<file path="config.mk">
export PLATFORM = sky130hd
export DESIGN_NAME = mem_arb_2p
export DESIGN_NICKNAME = d
export VERILOG_FILES = /design/src/rtl/mem_arb_2p.sv
export SDC_FILE = /design/constraint.sdc
export NUM_CORES = 1
export LEC_CHECK = 0
export ABC_CLOCK_PERIOD_IN_PS = 3050
export CAP_MARGIN = 25
export CORE_ASPECT_RATIO = 0.8
export CORE_MARGIN = 4
export CORE_UTILIZATION = 27
export DETAILED_ROUTE_END_ITERATION = 16
export GPL_ROUTABILITY_DRIVEN = 0
export PLACE_DENSITY = 0.93
export SETUP_SLACK_MARGIN = 0.02
export SYNTH_ARGS = -nofsm -noshare
export SYNTH_HDL_FRONTEND = slang
export SYNTH_SLANG_ARGS = --single-unit
export TNS_END_PERCENT = 50
</file>
<file path="constraint.sdc">
create_clock -name i_clk -period 3.05 [get_ports i_clk]
set_input_delay 0.305 -clock i_clk [delete_from_list [all_inputs] [get_ports i_clk]]
set_output_delay 0.305 -clock i_clk [all_outputs]
set_load 0.1 [all_outputs]
</file>
<file path="src/rtl/mem_arb_2p.sv">
// mem_arb_2p
// Two-port arbiter in front of a single-port synchronous RAM (address and
// write are captured on the clock edge, read data arrives one cycle later).
// Port 0 is the CPU data side and port 1 is the UART loader/debug side.
// The arbiter grants at most one access per cycle and steers the returning
// read data to the port that issued the read. A port can hold i_lockN to
// keep ownership across a multi-cycle atomic sequence.
//
// Parameters:
//   AW        memory address width
//   DW        memory data width
//   FIXED_PRI 0 = round-robin on contention, 1 = port 0 always wins
//
// Ports:
//   i_clk, i_nrst             clock, asynchronous active-low reset
//   i_reqN, i_weN, i_lockN    port N request (held until granted), write, lock
//   i_addrN, i_wdataN         port N address and write data
//   o_gntN                    port N access accepted this cycle (combinational)
//   o_rvalidN, o_rdataN       port N read return, one cycle after the grant
//   o_mem_addr/we/wdata       towards the RAM
//   i_mem_rdata               from the RAM, valid one cycle after the address

module mem_arb_2p #(
  parameter int AW        = 10,
  parameter int DW        = 8,
  parameter int FIXED_PRI = 0
) (
  input  logic          i_clk,
  input  logic          i_nrst,
  input  logic          i_req0,
  input  logic          i_we0,
  input  logic          i_lock0,
  input  logic [AW-1:0] i_addr0,
  input  logic [DW-1:0] i_wdata0,
  output logic          o_gnt0,
  output logic          o_rvalid0,
  output logic [DW-1:0] o_rdata0,
  input  logic          i_req1,
  input  logic          i_we1,
  input  logic          i_lock1,
  input  logic [AW-1:0] i_addr1,
  input  logic [DW-1:0] i_wdata1,
  output logic          o_gnt1,
  output logic          o_rvalid1,
  output logic [DW-1:0] o_rdata1,
  output logic [AW-1:0] o_mem_addr,
  output logic          o_mem_we,
  output logic [DW-1:0] o_mem_wdata,
  input  logic [DW-1:0] i_mem_rdata
);

  typedef enum logic [1:0] {
    ST_ARB   = 2'd0,
    ST_LOCK0 = 2'd1,
    ST_LOCK1 = 2'd2
  } state_t;

  state_t state;
  state_t state_nxt;
  logic   last_winner;
  logic   rd_valid;
  logic   rd_owner;

  // Lock ownership register.
  always_ff @(posedge i_clk or negedge i_nrst) begin
    if (!i_nrst) begin
      state <= ST_ARB;
    end else begin
      state <= state_nxt;
    end
  end

  // A locked port keeps ownership until the first edge where it drops
  // either its lock or its request; that final cycle is still arbitrated
  // as locked, so the other port only gets in on the following cycle.
  always_comb begin
    state_nxt = state;
    case (state)
      ST_ARB: begin
        if (o_gnt0 && i_lock0) begin
          state_nxt = ST_LOCK0;
        end else if (o_gnt1 && i_lock1) begin
          state_nxt = ST_LOCK1;
        end
      end
      ST_LOCK0: begin
        if (!i_lock0 || !i_req0) begin
          state_nxt = ST_ARB;
        end
      end
      ST_LOCK1: begin
        if (!i_lock1 || !i_req1) begin
          state_nxt = ST_ARB;
        end
      end
      default: state_nxt = ST_ARB;
    endcase
  end

  // Grant selection. Grants are forced low during reset. On contention
  // in round-robin mode the port that did not win last time goes first;
  // last_winner resets to 1 so port 0 takes the very first tie.
  always_comb begin
    o_gnt0 = 1'b0;
    o_gnt1 = 1'b0;
    if (i_nrst) begin
      case (state)
        ST_ARB: begin
          if (i_req0 && i_req1) begin
            if (FIXED_PRI != 0 || last_winner) begin
              o_gnt0 = 1'b1;
            end else begin
              o_gnt1 = 1'b1;
            end
          end else begin
            o_gnt0 = i_req0;
            o_gnt1 = i_req1;
          end
        end
        ST_LOCK0: o_gnt0 = i_req0;
        ST_LOCK1: o_gnt1 = i_req1;
        default: begin
          o_gnt0 = 1'b0;
          o_gnt1 = 1'b0;
        end
      endcase
    end
  end

  // RAM-side mux. With no grant the bus parks on port 0 with writes off.
  always_comb begin
    o_mem_addr  = i_addr0;
    o_mem_we    = 1'b0;
    o_mem_wdata = i_wdata0;
    if (o_gnt1) begin
      o_mem_addr  = i_addr1;
      o_mem_we    = i_we1;
      o_mem_wdata = i_wdata1;
    end else if (o_gnt0) begin
      o_mem_we    = i_we0;
    end
  end

  // Round-robin history and read-return tracking. A granted read marks
  // the next cycle as a valid return for its port; rd_owner only moves on
  // a read grant so it always names the port whose data is on the bus.
  always_ff @(posedge i_clk or negedge i_nrst) begin
    if (!i_nrst) begin
      last_winner <= 1'b1;
      rd_valid    <= 1'b0;
      rd_owner    <= 1'b0;
    end else begin
      if (o_gnt0) begin
        last_winner <= 1'b0;
      end else if (o_gnt1) begin
        last_winner <= 1'b1;
      end
      rd_valid <= (o_gnt0 && !i_we0) || (o_gnt1 && !i_we1);
      if (o_gnt1 && !i_we1) begin
        rd_owner <= 1'b1;
      end else if (o_gnt0 && !i_we0) begin
        rd_owner <= 1'b0;
      end
    end
  end

  assign o_rvalid0 = rd_valid && !rd_owner;
  assign o_rvalid1 = rd_valid && rd_owner;
  assign o_rdata0  = i_mem_rdata;
  assign o_rdata1  = i_mem_rdata;

endmodule

</file>
[Word level (Yosys, flattened, before mapping)]
Cells that the tools add are included.
Storage, ports and cells
  bits in registers: 5
  input bits: 52
  output and inout bits: 39
  word-level logic and storage cells: 51
Cells by class
  equal/unequal tests: 5
  muxes and demuxes: 21
  reductions and logical operators: 21
Operators with widths (count)
  $mux W1: 12
  $mux W10: 1
  $mux W2: 4
  $mux W8: 1
  $logic_and A1 B1 Y1: 7
  $logic_not A1 Y1: 7
  $pmux W2 S3: 1
  $ne A2 B2 Y1 const B: 2
  $pmux W1 S2: 2
  $reduce_bool A2 Y1: 2
  $logic_or A1 B1 Y1: 3
  $ne A3 B3 Y1 const B: 1
  $reduce_and A3 Y1: 1
  $eq A2 B1 Y1 const B: 1
  $eq A2 B2 Y1 const B: 1
  $logic_not A2 Y1: 1

[Depth between registers and ports, before layout]
  depth after elaboration: 8
  mapped depth: 5
  depth with buffers taken out: 4

[Worst setup path after synthesis]
OpenSTA, ideal clock, no wires.
  path kind: reg2out
  from: register last_winner
  to: output port o_mem_we
  data arrival time: 2834 ps
  required time: 2745 ps
  slack: -89 ps
  stages on the path, launching flop included: 4
  path buffers: 0
  cells stage by stage: dfstp_2 -> nor3b_1 -> nor2_1 -> a22o_1
On the way
  cells in the longest elaborated chain, start to end: 6
  elaborated cells on any way between the ends: 10
  those cells by class: 10 x mux
Ends and longest elaborated chain
  start, declared: line 60  | logic last_winner;
  start signal, assigned: line 149  | last_winner <= 1'b1;
  start signal, assigned: line 154  | last_winner <= 1'b0;
  start signal, assigned: line 156  | last_winner <= 1'b1;
  $mux W1: line 110  | if (FIXED_PRI != 0 || last_winner) begin
  $mux W1: line 109  | if (i_req0 && i_req1) begin
  $pmux W1 S2: line 107  | case (state)
  $mux W1: line 106  | if (i_nrst) begin
  named net o_gnt0: line 35  | output logic o_gnt0,
  $mux W1: line 139  | end else if (o_gnt0) begin
  $mux W1: line 135  | if (o_gnt1) begin
  end, declared: line 47  | output logic o_mem_we,
The timed path passes the listed nets, and every way through them passes these cells.

[Final worst setup path]
  from: input port i_nrst
  to: output port o_mem_addr[9]
On the way
  cells in the longest elaborated chain, start to end: 2
Ends and longest elaborated chain
  start, declared: line 29  | input logic i_nrst,
  $mux W1: line 106
  $mux W10: line 135
  end, declared: line 46  | output logic [AW-1:0] o_mem_addr,
No other way between the ends.

==> run_results.csv <==
group,metric,value,unit
floorplan,design.portCount,91,
floorplan,die_h,52.9,microns
sta,layout_min_cycle_time,2.33,ns
sta,slew_headroom,67.9,%
grt,grt_usage,12.3,%
yosys,synth_ff_type,"dfrtp_1",
yosys,yosys_warnings,0,
worst_setup_path,critPathMaxFanout,21,
sta,fmax,0.429,GHz
sta,clock_skew,0.00424,ns
sta,whs,0.327,ns
detailed_routing,firstDrtPassIters,4,
worst_setup_path,reg2regPathDepth,2,
yosys,yosys-top-cells-area,"mux2_4, buf_4, dfrtp_1, dfstp_2, buf_6",
detailed_routing,antenna_left,0,
cts,cts.root.buffer_cell,"clkbuf_4",
yosys,synthesis.nets,115,
cts,htreeDepth,1,
floorplan,coreArea,0.00227,sq mm
yosys,synth_top_area_share,37.5,%
pwr,p_total,0.000611,W
pwr,ir_drop,0.198,mV
yosys,syn-cell-area,681,sq um
worst_setup_path,startpoint_type,"primary input",
detailed_routing,drc_errors,0,
cts,clock_path_buffers,2,
cts,clkLatencyLatePin,0.25,ns
cells_and_area,diodes,0,
sta,finalHoldViolations,0,
flow_run,drv_cap,0,
placed_design,port_buffers,66,
yosys,yosysMostFrequentCell,"mux2_4",
worst_setup_path,critPathKind,"in -> out",
grt,grt-ovfl-total,0,
yosys,yosysUniqueCellTypes,22,
cells_and_area,synthToLayoutAreaGrowth,113,%
sta,drv_slew,0,
floorplan,die_w,64.1,microns
cts,postCtsSetupBuffers,0,
cells_and_area,num-fill-cells,175,
grt,grt_pass1_wl,3190,microns
detailed_routing,drt-initial-drc-count,30,
worst_hold_path,hp-class,"in -> async",
cts,cts_buffers,3,
sta,timing.final.crit_share,76.4,%
cts,tritoncts,"done",
sta,setup_violations,0,
cts,ctsResizeCount,0,
sta,setup-tns-final,0,ns
cts,clkTransAtPathRegs,0.04,ns
run_status,outcome,"finished clean",
yosys,ys_ff_latch,5,
floorplan,start_util,30.0,%
cells_and_area,final_nets,168,
yosys,synth-async-reset-ratio,100,%
yosys,yosysTopAreaCell,"mux2_4",
grt,antenna_found_initial,0,
pwr,power_density,421,mW/mm^2
worst_setup_path,arrival,2.03,ns
grt,grt_max_degree,22,
worst_setup_path,cp.required,2.74,ns
detailed_routing,wire_per_inst,14.0,microns
yosys,yosysSeqAreaShare,18.6,%
yosys,synth_edf_count,0,
floorplan,rows,15,
cts,cts.sinks,5,
yosys,syn_inst,63,
pwr,p_leak,0.660,nW
floorplan,fp.dieArea,0.00339,sq mm
sta,rsz0062_at_grt,"false",
worst_setup_path,reg2reg_slack,1.83,ns
detailed_routing,wl,2090,microns
detailed_routing,vias_per_cell,4.34,
cts,ctsHoldBuffers,0,
yosys,syn_avg_cell_area,10.8,sq um
detailed_routing,vias,646,
sta,worst_pin_slew,0.480,ns
yosys,synthTopCellsByCount,"mux2_4, buf_4, dfrtp_1, nand2_1",
placed_design,dp_hpwl,1890,microns
worst_setup_path,endpoint_kind,"output port",
cells_and_area,drive_gt1_share,42.6,%
grt,grt_pass1_vias,717,
[area by class of cell]
cell class	count	area, sq um	area share (%)
Clock buffer	4	26.3	1.81
Inverter	1	3.75	0.259
Timing Repair Buffer	66	841	58.0
Multi-Input combinational cell	39	410	28.3
Sequential cell	5	126	8.71
Tap cell	34	42.5	2.93
[worst max-delay path, stage by stage]
cell,delay (ns)
clkdlybuf4s50_1,0.58
nand3b_1,0.22
a21o_4,0.32
mux2_2,0.41
buf_12,0.17
[power breakdown]
part           switching (W)  internal [W]  leakage (nW)  total (W)
Combinational       0.000260      0.000185         0.582   0.000446
Clock              0.0000277     0.0000495        0.0150  0.0000772
Sequential        0.00000923     0.0000785        0.0623  0.0000878
Total               0.000297      0.000313         0.660   0.000611
[metrics by stage]
step	instances	instance area, sq um	util, %	setup WS [ns]
after floorplan	63	683	-	0.352
after global placement	145	1420	62.7	0.782
after detailed placement	145	1420	62.7	0.688
after CTS	149	1450	63.9	0.679
after global routing	149	1450	63.9	0.602
final	149	1450	63.9	0.719
[placed cells by master, fill, tap and decap left out, types with 2 or more instances in the layout]
cell	synthesis	layout
clkdlybuf4s50_1	0	43
buf_12	0	19
mux2_4	17	17
buf_4	16	4
dfrtp_1	4	4
nand2_1	3	3
clkbuf_4	0	3
nand3b_1	2	2
o21ai_0	2	2
a21oi_1	2	2
[registers in the layout (all words and copies together) (netlist names)]
register     flops
last_winner      1
rd_valid         1
state            2
rd_owner         1
[worst paths after layout]
path | start | end
setup / recovery | i_nrst | o_mem_addr[9]
hold / removal | i_nrst | state[0]$_DFFE_PN0P_
setup reg to reg | last_winner$_DFFE_PN1P_ | rd_valid$_DFF_PN0_
hold reg to reg | last_winner$_DFFE_PN1P_ | last_winner$_DFFE_PN1P_
max in group asynchronous | i_nrst | last_winner$_DFFE_PN1P_
min in group i_clk | last_winner$_DFFE_PN1P_ | last_winner$_DFFE_PN1P_
[cell families (layout without fill, tap and decap cells)]
group           Yosys count  after routing  share of synthesized area (%)
compound gates            8              8                           8.82
simple gates             13             13                           12.0
buf+inv                  19             71                           21.5
flops                     5              5                           18.6
mux                      18             18                           39.2
[layer usage]
| metal | vias up | wire, microns | track usage, % | share of wire, % |
|---|---|---|---|---|
| met5 | - | 0 | 0 | 0 |
| met4 | 0 | 17 | 6.67 | 0.81 |
| met3 | 2 | 154 | 2.76 | 7.4 |
| met2 | 34 | 1250 | 26.1 | 60 |
| met1 | 299 | 675 | 10.6 | 32 |
| li1 | 311 | - | - | - |
Note: power is estimated with default switching activity, not from simulation.
